<file path="src/rtl/store_buffer_pkg.sv">
// Shared store/load size encodings, byte-enable constants and the store FIFO entry layout.
package store_buffer_pkg;

    typedef enum logic [1:0] {
        SZ_WORD     = 2'b00,
        SZ_HALF     = 2'b01,
        SZ_BYTE     = 2'b10,
        SZ_WORD_ALT = 2'b11
    } st_size_e;

    localparam logic [3:0] BE_ALL = 4'b1111;
    localparam logic [3:0] BE_LO  = 4'b0011;
    localparam logic [3:0] BE_HI  = 4'b1100;

    typedef struct packed {
        logic [29:0] waddr;
        logic [31:0] data;
        logic [3:0]  be;
    } sb_entry_t;

endpackage

</file>
<file path="src/rtl/store_align.sv">
// Places store data on its byte lanes, builds byte enables and flags misaligned accesses.
module store_align
    import store_buffer_pkg::*;
(
    input  logic [1:0]  addr_lo,
    input  logic [1:0]  size,
    input  logic [31:0] data,
    output logic [31:0] al_data,
    output logic [3:0]  al_be,
    output logic        misalign
);

    always_comb begin
        al_data  = data;
        al_be    = BE_ALL;
        misalign = 1'b0;
        case (st_size_e'(size))
            SZ_BYTE: begin
                al_data = {4{data[7:0]}};
                al_be   = 4'b0001 << addr_lo;
            end
            SZ_HALF: begin
                al_data  = {2{data[15:0]}};
                al_be    = addr_lo[1] ? BE_HI : BE_LO;
                misalign = addr_lo[0];
            end
            default: begin
                misalign = (addr_lo != 2'b00);
            end
        endcase
    end

endmodule

</file>
<file path="src/rtl/store_buffer.sv">
// Store FIFO between the MEM stage and data memory: lane alignment, req/ack drain and load-hit detection.
module store_buffer
    import store_buffer_pkg::*;
#(
    parameter int unsigned DEPTH = 4
) (
    input  logic        clk,
    input  logic        reset,
    input  logic        ST_inVALID,
    input  logic [31:0] ST_inADDR,
    input  logic [31:0] ST_inDATA,
    input  logic [1:0]  ST_inSIZE,
    output logic        ST_outREADY,
    output logic        ST_outMISALIGN,
    output logic        ST_outEMPTY,
    output logic        ST_outMEMREQ,
    output logic [31:0] ST_outMEMADDR,
    output logic [31:0] ST_outMEMDATA,
    output logic [3:0]  ST_outMEMBE,
    input  logic        ST_inMEMACK,
    input  logic        ST_inLDVALID,
    input  logic [31:0] ST_inLDADDR,
    output logic        ST_outLDHIT
);

    localparam int unsigned PTR_W = (DEPTH > 1) ? $clog2(DEPTH) : 1;
    localparam logic [PTR_W:0] FULL_COUNT = (PTR_W + 1)'(DEPTH);

    logic [PTR_W-1:0] wr_ptr_q, wr_ptr_d;
    logic [PTR_W-1:0] rd_ptr_q, rd_ptr_d;
    logic [PTR_W:0]   count_q, count_d;
    logic [DEPTH-1:0] valid_q, valid_d;
    logic             misalign_q, misalign_d;
    sb_entry_t        ent_q [DEPTH];
    sb_entry_t        ent_d [DEPTH];

    logic [31:0] al_data;
    logic [3:0]  al_be;
    logic        al_mis;
    logic        ready, empty, accept, push, pop, ld_match;
    sb_entry_t   head;

    store_align u_align (
        .addr_lo  (ST_inADDR[1:0]),
        .size     (ST_inSIZE),
        .data     (ST_inDATA),
        .al_data  (al_data),
        .al_be    (al_be),
        .misalign (al_mis)
    );

    assign ready  = (count_q < FULL_COUNT);
    assign empty  = (count_q == '0);
    assign accept = ST_inVALID && ready;
    assign push   = accept && !al_mis;
    assign pop    = !empty && ST_inMEMACK;

    always_comb begin
        wr_ptr_d   = wr_ptr_q;
        rd_ptr_d   = rd_ptr_q;
        count_d    = count_q;
        valid_d    = valid_q;
        misalign_d = accept && al_mis;
        for (int unsigned i = 0; i < DEPTH; i++) begin
            ent_d[i] = ent_q[i];
        end
        // Pop and push never target the same slot: push needs a non-full FIFO, pop a non-empty one.
        if (pop) begin
            valid_d[rd_ptr_q] = 1'b0;
            rd_ptr_d          = rd_ptr_q + 1'b1;
        end
        if (push) begin
            ent_d[wr_ptr_q]   = '{waddr: ST_inADDR[31:2], data: al_data, be: al_be};
            valid_d[wr_ptr_q] = 1'b1;
            wr_ptr_d          = wr_ptr_q + 1'b1;
        end
        case ({push, pop})
            2'b10:   count_d = count_q + 1'b1;
            2'b01:   count_d = count_q - 1'b1;
            default: count_d = count_q;
        endcase
    end

    always_ff @(posedge clk) begin
        if (reset) begin
            wr_ptr_q   <= '0;
            rd_ptr_q   <= '0;
            count_q    <= '0;
            valid_q    <= '0;
            misalign_q <= 1'b0;
        end else begin
            wr_ptr_q   <= wr_ptr_d;
            rd_ptr_q   <= rd_ptr_d;
            count_q    <= count_d;
            valid_q    <= valid_d;
            misalign_q <= misalign_d;
        end
    end

    // Payload needs no reset: outputs are masked while empty and valid_q gates the hit compare.
    always_ff @(posedge clk) begin
        ent_q <= ent_d;
    end

    always_comb begin
        ld_match = 1'b0;
        for (int unsigned i = 0; i < DEPTH; i++) begin
            if (valid_q[i] && (ent_q[i].waddr == ST_inLDADDR[31:2])) begin
                ld_match = 1'b1;
            end
        end
    end

    assign head           = ent_q[rd_ptr_q];
    assign ST_outREADY    = ready;
    assign ST_outEMPTY    = empty;
    assign ST_outMEMREQ   = !empty;
    assign ST_outMEMADDR  = empty ? '0 : {head.waddr, 2'b00};
    assign ST_outMEMDATA  = empty ? '0 : head.data;
    assign ST_outMEMBE    = empty ? '0 : head.be;
    assign ST_outMISALIGN = misalign_q;
    assign ST_outLDHIT    = ST_inLDVALID && ld_match;

endmodule

</file>
<file path="config.mk">
export PLATFORM = sky130hd
export DESIGN_NAME = store_buffer
export DESIGN_NICKNAME = d
export VERILOG_FILES = /design/src/rtl/store_buffer_pkg.sv /design/src/rtl/store_align.sv /design/src/rtl/store_buffer.sv
export SDC_FILE = /design/constraint.sdc
export NUM_CORES = 1
export LEC_CHECK = 0
export ABC_CLOCK_PERIOD_IN_PS = 3920
export BUFFER_PORTS_ARGS = -buffer_cell sky130_fd_sc_hd__buf_2
export CAP_MARGIN = 20
export CORE_ASPECT_RATIO = 1.5
export CORE_MARGIN = 3
export CORE_UTILIZATION = 30
export DETAILED_ROUTE_END_ITERATION = 10
export PLACE_DENSITY_LB_ADDON = 0.08
export SLEW_MARGIN = 20
export SYNTH_ARGS = -nofsm -noshare
export SYNTH_HDL_FRONTEND = slang
export SYNTH_HIERARCHICAL = 1
export SYNTH_SLANG_ARGS = --single-unit
</file>
<file path="constraint.sdc">
create_clock -name clk -period 3.92 [get_ports clk]
set_input_delay 0.98 -clock clk [delete_from_list [all_inputs] [get_ports clk]]
set_output_delay 0.98 -clock clk [all_outputs]
set_load 0.01 [all_outputs]
</file>
==> summary.txt <==
Place
  – Cell area after placement: 14,100 µm²
  – Routability congestion estimate from global placement: about 0.8
  – Buffers added on ports: 171
  – HPWL after detailed placement: 25,100 µm

Route
  – Via count: around 7,000
  – DR vias/cell: 4.60
  – Wire per inst: 23.5 µm
  – DRT antenna net count: 0
  – Total wire length: 35,600 µm
  – Post-route DRC: 0
  – Drt first pass iters: 4
  – Initial DRC Count: 362

Floorplan
  – CORE AREA: 41,200 µm²
  – Die width: 173 µm
  – Die height: 257 µm
  – Total I/O pin count: 176
  – Initial Utilization: 30.5%
  – Die ar.: 44,400 µm²
  – # rows: ~90

Critical path
  – Worst Setup End Kind: output port
  – WP data required: 2.94 ns
  – CP max FO: 4
  – Startpoint type of the worst setup path: input pin
  – Crit Path Class: input pin to output port
  – WP data arrival: approximately 2.6 ns

Power
  – PwrDens: 612 nW/µm²
  – Leakage: roughly 5.2 nW
  – Worst VDD drop: 0.320 mV

Cells and area
  – Synth-to-layout area growth: 19.9%
  – Post-route cell area: 15,100 µm²
  – Nets: 1,052
  – Antenna Diode Count: 0
  – Layout cells sized above 1: 33.1%

Yosys
  – Yosys cell types: 35
  – Synth top area cells: edfxtp_1, mux4_2, xnor2_1, and2_1, xor2_1
  – Mapped Area: 12,600 µm²
  – Syn Inst Count: roughly 760
  – Sequential-to-total area share from yosys stat: between 60% and 70%
  – Synth Register Bits: 276
  – Synth top area share: 63.1%
  – Cell taking the most area after synthesis: edfxtp_1
  – Synth warn: 6
  – Syn_area_per_cell: 16.5 µm²

STA
  – Final period util: around 91%
  – Slew @ Worst Pin: between 0.6 and 0.7 ns
  – Clock Skews: 0.00663 ns
  – Minimum clock period: between 3 and 4 ns
  – Max Fclk: 279 MHz
  – Max_slew headroom: 55.1%
  – Setup violations, final: 0
  – RSZ-0062 raised after global routing: no
  – Hold_ws: slightly above 0.5 ns
  – Setup TNS: 0 ns
  – Slew Viols, Final: 0
  – Final Hold Fails: 0

Global routing
  – First-pass GRT wire length: 52,500 µm
  – Met3 GRT Util: 2.86%
  – GR Util met1: 17.8%
  – Global route total overflow: 0
  – Top Usage Layer GRT: met2
  – Met2 Use GR: 30.6%
  – Initial antenna violation count: 0
  – GRT Total Usage: 15.9%
  – Number of global-route vias before repair: 7,720
  – Largest net degree at the start of global routing: 39

Flow run
  – Max cap viols: 0

CTS
  – CTS clk-pin slew, worst paths: ~0.060 ns
  – Num CTS Buffers: 29
  – CTS tree: done
  – Clock sink count: about 280
  – Worst-case clock buffer depth: 3
  – Hold buffer count at CTS: 0
  – Worst-Skew Late Latency: roughly 0.54 ns
  – Root Driver: clkbuf_16
  – # Post-CTS Setup Buffers: 0
  – H-Tree Depth: 1
  – # resized after CTS: 0

Run status
  – Status: complete, no violations

Min path
  – Worst Hold Class: flop to flop
## path summary, 6_finish.rpt
check / slack, ns / depth (start not counted) / endpoint / startpoint
max: 0.34 / 7 / ST_outLDHIT / ST_inLDADDR[9]
min: 0.51 / 2 / valid_q[1]$_SDFF_PP0_ / valid_q[1]$_SDFF_PP0_
max reg2reg: 1.27 / 8 / count_q[2]$_SDFFE_PP0P_ / count_q[2]$_SDFFE_PP0P_
min reg2reg: 0.51 / 2 / valid_q[1]$_SDFF_PP0_ / valid_q[1]$_SDFF_PP0_
## placed cells by master, fill, tap and decap left out, types with 15 or more instances in the layout
master / n
and2_1: 67
nor2_1: 15
xnor2_1: 78
nand4_1: 24
mux4_2: 66
clkbuf_16: 29
xor2_1: 46
buf_2: 171
edfxtp_1: 264
nor4_1: 16
nand2_1: 28
buf_4: 17
## sequential cells by signal, indices dropped and copies added (netlist names)
| name | count |
|---|---|
| ent_q | 264 |
| wr_ptr_q | 2 |
| ST_outMISALIGN | 1 |
| valid_q | 4 |
| rd_ptr_q | 2 |
| count_q | 3 |
## synth_stat cells
master	count
buf_12	3
nand2b_1	2
nor2_1	15
o21ai_0	11
xnor2_1	78
mux4_2	66
a41oi_1	1
or3_1	1
o21ai_1	8
buf_4	14
edfxtp_1	264
buf_1	3
or3_4	1
nand2_1	28
a22o_1	8
inv_1	14
ha_1	12
fa_1	1
o21bai_1	2
nor2b_4	1
nand4_1	24
nor4_1	16
a22oi_1	8
nor2b_1	1
xor2_1	46
buf_2	11
clkbuf_1	22
nor3b_2	1
dfxtp_1	12
conb_1	1
a21oi_1	10
or2_1	2
and2_1	71
nor4bb_1	1
buf_6	4
## worst max-delay path, cell delays in order
cell	delay [ns]
buf_2	0.14
xnor2_1	0.28
nand4_1	0.25
nor4_1	0.37
nand4_1	0.12
a41oi_1	0.27
buf_2	0.18
## per-layer routing
layer	routed length (µm)	up-vias
met5	0	-
li1	-	3217
met3	1710	40
met1	13300	3517
met4	927	0
met2	19600	194
## cell type report
class,instances,area (µm²)
tap,558,698
timing repair buffer,198,1180
clock buffer,38,779
multi-input combinational,417,4000
sequential,276,8180
clock inverter,14,178
inverter,14,52.6
fill,4003,26200
## stage by stage
stage	power (mW)	utilization, %	setup WS (ns)	std cells
after floorplan	5.46	-	0.396	764
final	9.22	36.6	0.341	1515
after CTS	9.45	36.6	0.321	1515
after detailed placement	6.62	34.2	0.335	1463
after global routing	9.75	36.6	0.216	1515
after global placement	6.62	34.2	0.346	1463
## power by group
part | switching, mW | internal (mW)
combinational | 1.60 | 1.27
clock | 1.12 | 1.66
sequential | 0.0981 | 3.47
## kinds of logic after synthesis
family	share of synthesized area, %
simple gates	7.49
other cells	0.0298
buf+inv	3.28
flops	65.0
mux	11.8
compound gates	2.38
fa+ha+maj	1.35
xor+xnor	8.64
Note: power is estimated with default switching activity, not from simulation.
